**config.mk**
```make
export PLATFORM = sky130hd
export DESIGN_NAME = spi_inert_resp
export DESIGN_NICKNAME = d
export VERILOG_FILES = /design/src/rtl/spi_inert_resp.sv
export SDC_FILE = /design/constraint.sdc
export NUM_CORES = 1
export LEC_CHECK = 0
export ABC_AREA = 0
export CAP_MARGIN = 10
export CELL_PAD_IN_SITES_DETAIL_PLACEMENT = 2
export CELL_PAD_IN_SITES_GLOBAL_PLACEMENT = 2
export CORE_ASPECT_RATIO = 1.2
export CORE_MARGIN = 2
export CORE_UTILIZATION = 30
export CTS_BUF_LIST = sky130_fd_sc_hd__clkbuf_4 sky130_fd_sc_hd__clkbuf_8
export DETAILED_ROUTE_END_ITERATION = 12
export PLACE_DENSITY = 0.64
export SKIP_CTS_REPAIR_TIMING = 1
export SLEW_MARGIN = 10
export SYNTH_ARGS = -nofsm -noshare
export SYNTH_HDL_FRONTEND = slang
export SYNTH_SLANG_ARGS = --single-unit
```
**constraint.sdc**
```tcl
create_clock -name clk -period 4.3 [get_ports clk]
set_input_delay 0.86 -clock clk [delete_from_list [all_inputs] [get_ports clk]]
set_output_delay 0.86 -clock clk [all_outputs]
set_load 0.03 [all_outputs]
```
**src/rtl/spi_inert_resp.sv**
```systemverilog
// spi_inert_resp: SPI peripheral model of the inertial sensor.
// 16-bit mode-0 frames, small register map, periodic samples, INT line.
module spi_inert_resp #(
   parameter logic [15:0]        PERIOD    = 16'd2048,
   parameter logic signed [15:0] PTCH_STEP = 16'sd3,
   parameter logic signed [15:0] ROLL_STEP = -16'sd2,
   parameter logic signed [15:0] YAW_STEP  = 16'sd5,
   parameter logic [7:0]         WHO_AM_I  = 8'h6A
) (
   input  logic clk,
   input  logic rst,
   input  logic SS_n,
   input  logic SCLK,
   input  logic MOSI,
   output logic MISO,
   output logic INT,
   output logic int_en
);

   typedef enum logic [1:0] {
      IDLE,
      ADDR,
      DATA,
      DONE
   } state_t;

   state_t state;
   state_t state_nxt;

   logic ss_q1;
   logic ss_q2;
   logic ss_d;
   logic sclk_q1;
   logic sclk_q2;
   logic sclk_d;
   logic mosi_q1;
   logic mosi_q2;

   logic sclk_rise;
   logic sclk_fall;
   logic ss_rise;
   logic ss_fall;

   logic [3:0]  bit_cnt;
   logic [6:0]  rx_sr;
   logic [7:0]  shreg;
   logic        rw;
   logic [6:0]  addr;
   logic [6:0]  addr_nxt;
   logic [7:0]  wr_data;
   logic [7:0]  rd_byte;
   logic        addr_done;
   logic        frame_end;
   logic        wr_en;
   logic        int_clr;

   logic [7:0]  int_ctrl;
   logic [7:0]  ctrl1;
   logic [7:0]  ctrl2;
   logic [15:0] ptch;
   logic [15:0] roll;
   logic [15:0] yaw;

   logic [15:0] cnt;
   logic        wrap;
   logic        ev;
   logic        upd;
   logic        pend;
   logic        int_q;

   // Synchronizers reset low so a select held low through reset
   // produces no falling edge until it has been seen high first.
   always_ff @(posedge clk) begin
      if (rst) begin
         ss_q1   <= 1'b0;
         ss_q2   <= 1'b0;
         ss_d    <= 1'b0;
         sclk_q1 <= 1'b0;
         sclk_q2 <= 1'b0;
         sclk_d  <= 1'b0;
         mosi_q1 <= 1'b0;
         mosi_q2 <= 1'b0;
      end else begin
         ss_q1   <= SS_n;
         ss_q2   <= ss_q1;
         ss_d    <= ss_q2;
         sclk_q1 <= SCLK;
         sclk_q2 <= sclk_q1;
         sclk_d  <= sclk_q2;
         mosi_q1 <= MOSI;
         mosi_q2 <= mosi_q1;
      end
   end

   assign sclk_rise = sclk_q2 & ~sclk_d;
   assign sclk_fall = ~sclk_q2 & sclk_d;
   assign ss_rise   = ss_q2 & ~ss_d;
   assign ss_fall   = ~ss_q2 & ss_d;

   assign addr_nxt  = {rx_sr[5:0], mosi_q2};
   assign wr_data   = {rx_sr, mosi_q2};
   assign addr_done = (state == ADDR) & sclk_rise & ~ss_rise
                    & (bit_cnt == 4'd7);
   assign frame_end = (state == DATA) & sclk_rise & ~ss_rise
                    & (bit_cnt == 4'd15);
   assign wr_en     = frame_end & ~rw;
   assign int_clr   = frame_end & rw & (addr == 7'h27);

   // Frame state register.
   always_ff @(posedge clk) begin
      if (rst) begin
         state <= IDLE;
      end else begin
         state <= state_nxt;
      end
   end

   // Frame sequencing; a select rise outside DONE aborts the frame.
   always_comb begin
      state_nxt = state;
      unique case (state)
         IDLE: begin
            if (ss_fall) begin
               state_nxt = ADDR;
            end
         end
         ADDR: begin
            if (ss_rise) begin
               state_nxt = IDLE;
            end else if (addr_done) begin
               state_nxt = DATA;
            end
         end
         DATA: begin
            if (ss_rise) begin
               state_nxt = IDLE;
            end else if (frame_end) begin
               state_nxt = DONE;
            end
         end
         DONE: begin
            if (ss_rise) begin
               state_nxt = IDLE;
            end
         end
         default: state_nxt = IDLE;
      endcase
   end

   // Register read mux, addressed by the address byte being completed.
   always_comb begin
      rd_byte = 8'h00;
      unique case (addr_nxt)
         7'h0D:   rd_byte = int_ctrl;
         7'h0F:   rd_byte = WHO_AM_I;
         7'h10:   rd_byte = ctrl1;
         7'h11:   rd_byte = ctrl2;
         7'h22:   rd_byte = ptch[7:0];
         7'h23:   rd_byte = ptch[15:8];
         7'h24:   rd_byte = roll[7:0];
         7'h25:   rd_byte = roll[15:8];
         7'h26:   rd_byte = yaw[7:0];
         7'h27:   rd_byte = yaw[15:8];
         default: rd_byte = 8'h00;
      endcase
   end

   // Shift path: MOSI in on rises, MISO out on falls. The first fall
   // of the data byte is skipped so bit 7 is held for the 9th rise.
   always_ff @(posedge clk) begin
      if (rst) begin
         bit_cnt <= 4'd0;
         rx_sr   <= 7'd0;
         shreg   <= 8'd0;
         rw      <= 1'b0;
         addr    <= 7'd0;
      end else if (state == IDLE) begin
         bit_cnt <= 4'd0;
         shreg   <= 8'd0;
      end else if ((state == ADDR) || (state == DATA)) begin
         if (sclk_rise) begin
            rx_sr   <= addr_nxt;
            bit_cnt <= bit_cnt + 4'd1;
         end
         if (addr_done) begin
            rw   <= rx_sr[6];
            addr <= addr_nxt;
            if (rx_sr[6]) begin
               shreg <= rd_byte;
            end
         end else if (sclk_fall
                      && !((state == DATA) && (bit_cnt == 4'd8))) begin
            shreg <= {shreg[6:0], 1'b0};
         end
      end
   end

   // Writable registers, committed only on a complete write frame.
   always_ff @(posedge clk) begin
      if (rst) begin
         int_ctrl <= 8'h00;
         ctrl1    <= 8'h00;
         ctrl2    <= 8'h00;
      end else if (wr_en) begin
         unique case (addr)
            7'h0D:   int_ctrl <= wr_data;
            7'h10:   ctrl1    <= wr_data;
            7'h11:   ctrl2    <= wr_data;
            default: ;
         endcase
      end
   end

   // Free-running sample period counter.
   always_ff @(posedge clk) begin
      if (rst) begin
         cnt <= 16'd0;
      end else if (wrap) begin
         cnt <= 16'd0;
      end else begin
         cnt <= cnt + 16'd1;
      end
   end

   assign wrap = (cnt == (PERIOD - 16'd1));
   assign ev   = wrap & int_ctrl[1];
   assign upd  = ss_q2 & (ev | pend);

   // One deferred event is held while selected; extra ones are dropped.
   always_ff @(posedge clk) begin
      if (rst) begin
         pend <= 1'b0;
      end else if (upd) begin
         pend <= 1'b0;
      end else if (ev && !ss_q2) begin
         pend <= 1'b1;
      end
   end

   // Sample update, never while a frame is selected.
   always_ff @(posedge clk) begin
      if (rst) begin
         ptch <= 16'h0000;
         roll <= 16'h0000;
         yaw  <= 16'h0000;
      end else if (upd) begin
         ptch <= ptch + $unsigned(PTCH_STEP);
         roll <= roll + $unsigned(ROLL_STEP);
         yaw  <= yaw + $unsigned(YAW_STEP);
      end
   end

   // Data-ready flag: set beats clear, disabled forces low.
   always_ff @(posedge clk) begin
      if (rst) begin
         int_q <= 1'b0;
      end else if (!int_ctrl[1]) begin
         int_q <= 1'b0;
      end else if (upd) begin
         int_q <= 1'b1;
      end else if (int_clr) begin
         int_q <= 1'b0;
      end
   end

   assign INT    = int_q & int_ctrl[1];
   assign int_en = int_ctrl[1];
   assign MISO   = ~SS_n & shreg[7];

endmodule

```
==> results by group, run 1 <==
Outcome
  – Status: finished clean

Power and ir drop
  – Leak: 0.002218 µW
  – Cell-internal power: 1880 µW
  – Comb power frac: 3.3%
  – Clock power share: between 40% and 50%
  – Pwr Total: about 2400 µW
  – Sequential power share: about half
  – Worst vdd ir: about 0.16 mV
  – PD cells: approximately 350 mW/mm²
  – Sw power: around 560 µW
  – Switching Share: between 20 and 25%

STA
  – Max frequency: roughly 0.34 GHz
  – Setup Viol. Count Final: 0
  – Minimum clock period: between 2 and 3 ns
  – Final period util: between 60% and 70%
  – Final Max Tran Viols: 0
  – RSZ-0062 raised after global routing: false
  – Final hold vios: 0
  – Hold WS: 0.4410 ns
  – Setup_tns: 0 ns
  – Worst-margin pin slew: about 1.2 ns
  – Relative slew slack: 19.54%
  – Clock Skew: 0.01747 ns

Detailed routing
  – Via/cell ratio: between 5 and 6
  – DRC: 0
  – Via count: 5293
  – First-pass iteration count of the detailed router: 4
  – Routed wire length: roughly 19 mm
  – Routed wire per std cell: 19.50 µm
  – DRT iter0 DRCs: ~200
  – Antenna viol nets, final: 0

Global routing
  – Pin count of the biggest net entering global routing: 69
  – GRT Total Usage: a little under a fifth
  – Grt ovf: 0
  – Vias in the first global route: 5685
  – Initial antenna violation count: 0
  – First-pass GRT wire length: 30.93 mm

Clock network
  – Clock Path Buffers: 2
  – CTS tree: yes
  – Clock insertion delay at the later pin of the skew report: around 0.45 ns
  – Root Buffer Master: clkbuf_8
  – CTS H-tree lvls: 4
  – Clock Sinks: ~130
  – Clock buffer count from CTS: 17
  – Worst-path clk slew: 0.07 ns

Synthesis
  – Area leader, netlist: dfxtp_1
  – Net Count, Synth: about 700
  – Ys async rst share: 0%
  – Main synth FF type: dfxtp_1
  – Unique cell type count in the Yosys netlist: 57
  – Area contributors post-synth: dfxtp_1, mux2i_1, nor2_1
  – EDFF count, synth: 0
  – Top cells by count, synth: dfxtp_1, nor2_1, a21oi_1
  – YS warnings: 0
  – Count leader, synth: dfxtp_1
  – Mapped Area: between 0.006 and 0.007 mm²
  – Synthesized instance count: approximately 700
  – Seq cells post-synth: 126
  – Top cell type's share of synthesized area: 41.18%
  – Syn avg cell area: around 8.8 µm²
  – Seq/Total Area, Yosys: about two fifths

Layout
  – P&R area growth vs syn: 12.52%
  – Final #Nets: 706
  – Antenna fix cells: 0
  – Post-route cell area: 0.006892 mm²
  – Layout Cells excl Fill: around 970
  – Ratio of cells with drive above 1 in the final layout: 9.659%
  – Fill count: 2275

Critical path
  – Critical Path AT: 2.06 ns
  – Crit-path max FO: 2
  – Crit path buf inv count: 2
  – Worst r2r src: ss_q2$_SDFF_PP0_
  – WP data required: 3.44 ns
  – Reg-to-Reg End: int_ctrl[6]$_SDFFE_PP0P_
  – Slowest CP cell: clkdlybuf4s50_1
  – Internal reg-to-reg setup slack: approximately 1.7 ns
  – Setup crit end kind: primary output
  – Type of the worst setup path: primary input to primary output
  – CP Launch Type: primary input
  – CP most frequent cell: clkdlybuf4s50_1
  – CP cell instances: clkdlybuf4s50_1 > nor2b_1 > clkdlybuf4s50_1
  – Reg2Reg Depth: 5
  – CP max stage delay: roughly 0.67 ns
  – CP top delay family: buffers and inverters

Floorplanning
  – Core outline area: ~0.02 mm²
  – Die Ht: approximately 160 µm
  – I/O pins: 8
  – DIE AREA: 0.02158 mm²
  – Initial Util: between 30% and 40%
  – Row cnt: 57
  – Die width: roughly 130 µm

Hold path
  – HP Start: mosi_q1$_SDFF_PP0_
  – Hold Crit Class: flip-flop to flip-flop
  – Hold EP: mosi_q2$_SDFF_PP0_
  – Hold path cells: 1

Placed design
  – PortBufs: 7
  – RD Place Congestion: 0.8463
  – DP Cell Count: between 900 and 1000
  – Hpwl dp: 13.44 mm
  – DP Area: about 0.0064 mm²

Run
  – Max cap viols: 0
==> cell usage in the layout (no fill, tap or decap), types with 7 or more instances in the layout <==
cell type,instances
a21oi_1,54
nor2b_1,17
clkbuf_8,19
inv_1,16
xor2_1,8
o22ai_1,9
or3_1,23
dfxtp_1,126
ha_1,10
and3_1,9
o21ai_0,30
nand3b_1,7
nor2_1,84
xnor2_1,11
o31ai_1,16
buf_4,8
nand2_1,31
nand3_1,24
mux2i_1,50
or4_1,16
nand4_1,10
a31oi_1,8
and2_1,7
nand2b_1,7
==> worst reg2reg max path, delay by kind of cell (launching register included) <==
kind / cells / cell delay [ns]
DFF: 1 / 0.51
muxes: 1 / 0.29
and+or+nand+nor: 4 / 1.65
==> how the worst max path moves through the flow <==
stage,start,to,slack [ns],cells after the start
2_1_floorplan,int_ctrl[1]$_SDFFE_PP0P_,yaw[10]$_SDFFE_PP0P_,2.05,5
3_3_place_gp,SS_n,MISO,1.37,3
3_5_place_dp,SS_n,MISO,1.37,3
4_1_cts,SS_n,MISO,1.37,3
5_1_grt,SS_n,MISO,1.34,3
6_report,SS_n,MISO,1.38,3
==> metrics by stage <==
step                util, %  setup WS [ns]
CTS                   34.22          1.370
detailed placement    32.01          1.370
global route          34.27          1.337
global placement      32.01          1.367
finish                34.27          1.377
floorplan                 -          2.050
==> power by group through the flow <==
stage / Combinational (µW) / Clock (µW) / Sequential (µW)
after floorplan: 59.3 / 0 / 1200
after global placement: 75.6 / 0 / 1210
after detailed placement: 80.9 / 0 / 1210
after CTS: 81.7 / 1220 / 1180
after global routing: 88.3 / 1270 / 1180
final: 79.6 / 1180 / 1180
==> area by class of cell <==
class	count	area [µm²]	share of cell area (%)
clock buffer	22	284.0	4.121
clock inverter	10	161.4	2.342
inverter	16	60.06	0.8715
multi-input combinational	516	3412	49.51
sequential	126	2522	36.60
tap	265	331.6	4.811
timing repair buffer	14	120.1	1.743
==> registers in the layout (all words and copies together), names as in the netlist, 2 cells and up <==
name and cells:
yaw 16, addr 7, bit_cnt 4, cnt 16, shreg 8, ctrl2 8, state 2, ctrl1 8
roll 15, int_ctrl 8, rx_sr 7, ptch 16
==> kinds of logic (layout without fill, tap and decap cells) <==
group	count (synthesis)	after routing	share of synthesized area (%)
flip-flops	126	126	41.18
buffers and inverters	54	62	3.432
AO/OA/AOI/OAI	154	154	15.59
AND/OR/NAND/NOR	274	274	24.66
adder cells (fa/ha/maj)	10	10	2.043
multiplexers	59	59	10.38
XOR/XNOR	19	19	2.717
==> layer usage <==
layer  up-vias  routed length (µm)  global-route usage (%)
met2        59                9547                   32.07
met1      2664                8363                   21.65
met4         0                 578                   8.038
met3        32                 402                   3.030
met5         -                   0                       0
li1       2538                   -                       -
No activity file was read; power rests on OpenSTA's default activity.
==> inputs of run 2 (changes only) <==
- PLACE_DENSITY: 0.64 -> 0.66
- clock period: 4.3 -> 2.45 ns (I/O delays scaled with it)
==> results by group, run 2 (synthesized netlist as in run 1, its figures left out) <==
Detailed routing
  – Routed wire per std cell: 19.55 µm (+0.28%)
  – First-pass iteration count of the detailed router: 4 (unchanged)
  – Antenna viol nets, final: 0 (unchanged)
  – DRC: 0 (unchanged)
  – Routed wire length: 19.35 mm (+2.5%)
  – Via count: 5358 (+1.2%)
  – DRT iter0 DRCs: 190 (-5.5%)
  – Via/cell ratio: 5.412 (-0.92%)

Layout
  – Most frequent cells in the layout: dfxtp_1, nor2_1, a21oi_1
  – Ratio of cells with drive above 1 in the final layout: 12.41% (+2.8 points)
  – Commonest non-fill, non-tap cell in the layout: dfxtp_1
  – Antenna fix cells: 0 (unchanged)
  – P&R area growth vs syn: 14.61%
  – Final #Nets: 727 (+3.0%)
  – Largest regs: cnt (16), ptch (16), yaw (16)
  – Layout Cells excl Fill: 990 (+2.2%)
  – Fill count: 2252 (-1.0%)

Global routing
  – First-pass GRT wire length: 31.91 mm (+3.2%)
  – Initial antenna violation count: 0 (unchanged)
  – Grt ovf: 0 (unchanged)
  – Pin count of the biggest net entering global routing: 45 (-35%)
  – Vias in the first global route: 6012 (+5.8%)
  – GRT Total Usage: 18.85% (+0.63 points)

STA
  – Max frequency: ~0.44 GHz
  – Final hold vios: 0 (unchanged)
  – Setup_tns: 0 ns (unchanged)
  – Clock Skew: 0.01310 ns (-0.004375 ns)
  – Minimum clock period: ~2.3 ns
  – RSZ-0062 raised after global routing: false
  – Worst-margin pin slew: 0.7438 ns (-0.4532 ns)
  – Relative slew slack: 49.89% (+30 points)
  – Final Max Tran Viols: 0 (unchanged)
  – Setup Viol. Count Final: 0 (unchanged)
  – Final period util: around 93%

Run
  – Max cap viols: 0 (unchanged)

Floorplanning
  – Row cnt: 57 (unchanged)
  – Core outline area: 0.02011 mm² (unchanged)
  – Initial Util: 30.45% (unchanged)
  – Die Ht: 160.5 µm (unchanged)
  – Die width: 134.4 µm (unchanged)
  – DIE AREA: 0.02158 mm² (unchanged)
  – I/O pins: 8 (unchanged)

Clock network
  – Worst-path clk slew: 0.09 ns (+0.02 ns)
  – Root Buffer Master: clkbuf_8
  – CTS tree: yes
  – Clock buffer count from CTS: 17 (unchanged)
  – Clock Path Buffers: 2 (unchanged)
  – CTS H-tree lvls: 4 (unchanged)
  – Clock Sinks: 126 (unchanged)
  – Clock insertion delay at the later pin of the skew report: 0.46 ns (about the same)

Critical path
  – Type of the worst setup path: flip-flop to primary output
  – CP max stage delay: 0.67 ns (about the same)
  – CP Launch Type: flip-flop
  – CP cell instances: buf_4 > and2_1 > clkdlybuf4s50_1
  – WP data required: 1.96 ns (-1.48 ns)
  – Setup crit end kind: primary output
  – Crit-path max FO: 5 (+3)
  – Slowest CP cell: clkdlybuf4s50_1
  – Critical Path AT: 1.79 ns (-0.27 ns)

Power and ir drop
  – Worst vdd ir: 0.3238 mV (+100%)
  – Pwr Total: 4019 µW (+65%)
  – PD cells: 572.6 mW/mm² (+62%)
  – Leak: 0.002308 µW (+4.0%)

Placed design
  – RD Place Congestion: 0.8597 (+1.6%)
  – PortBufs: 7 (unchanged)
  – Hpwl dp: 14.12 mm (+5.0%)
  – DP Cell Count: 958 (+2.2%)

Outcome
  – Status: finished clean

Hold path
  – Hold Crit Class: primary input to flip-flop
==> run 2: worst paths after layout <==
| check | startpoint | cells past startpoint | endpoint | slack (ns) |
|---|---|---|---|---|
| hold / removal | rst | 3 | shreg[2]$_SDFFE_PP0P_ | 0.37 |
| hold reg to reg | mosi_q1$_SDFF_PP0_ | 1 | mosi_q2$_SDFF_PP0_ | 0.45 |
| setup / recovery | int_ctrl[1]$_SDFFE_PP0P_ | 3 | INT | 0.17 |
| setup reg to reg | cnt[13]$_SDFF_PP0_ | 5 | yaw[12]$_SDFFE_PP0P_ | 0.20 |
==> run 2: final cells by class <==
class / count / area, µm² / area share [%]
Clock inverter: 14 / 132.6 / 1.889
Clock buffer: 18 / 247.7 / 3.529
Multi-Input combinational cell: 516 / 3410 / 48.57
Inverter: 16 / 60.06 / 0.8556
Timing Repair Buffer: 35 / 315.3 / 4.492
Sequential cell: 126 / 2522 / 35.94
Tap cell: 265 / 331.6 / 4.724
==> run 2: per-layer routing <==
metal  track usage [%]  wire (µm)
met2             34.02      10110
met1             22.07       8427
met5                 0          0
met3             3.030        274
met4             7.560        544
==> run 2: report_power, final <==
part | switching, µW | internal [µW] | total, µW | leakage (µW)
clock network | 953 | 845 | 1800 | 0.000187
logic | 98.0 | 50.2 | 148 | 0.00110
registers | 14.0 | 2060 | 2070 | 0.00102
==> run 2: worst max-delay path, delay by kind of cell (launching register included) <==
kind	cells	cell delay, ns
buf+inv	2	0.84
flops	1	0.36
simple gates	1	0.13
==> run 2: metrics by stage <==
stage	setup slack (ns)	area [µm²]	hold slack (ns)	util, %
6_report	0.1708	7019	0.3733	34.90
5_1_grt	0.05295	7019	0.3739	34.90
4_1_cts	0.1184	7013	0.3446	34.87
3_5_place_dp	0.1952	6633	0.4298	32.98
3_3_place_gp	0.2464	6633	0.4233	32.98
2_1_floorplan	0.2004	6125	0.4132	-
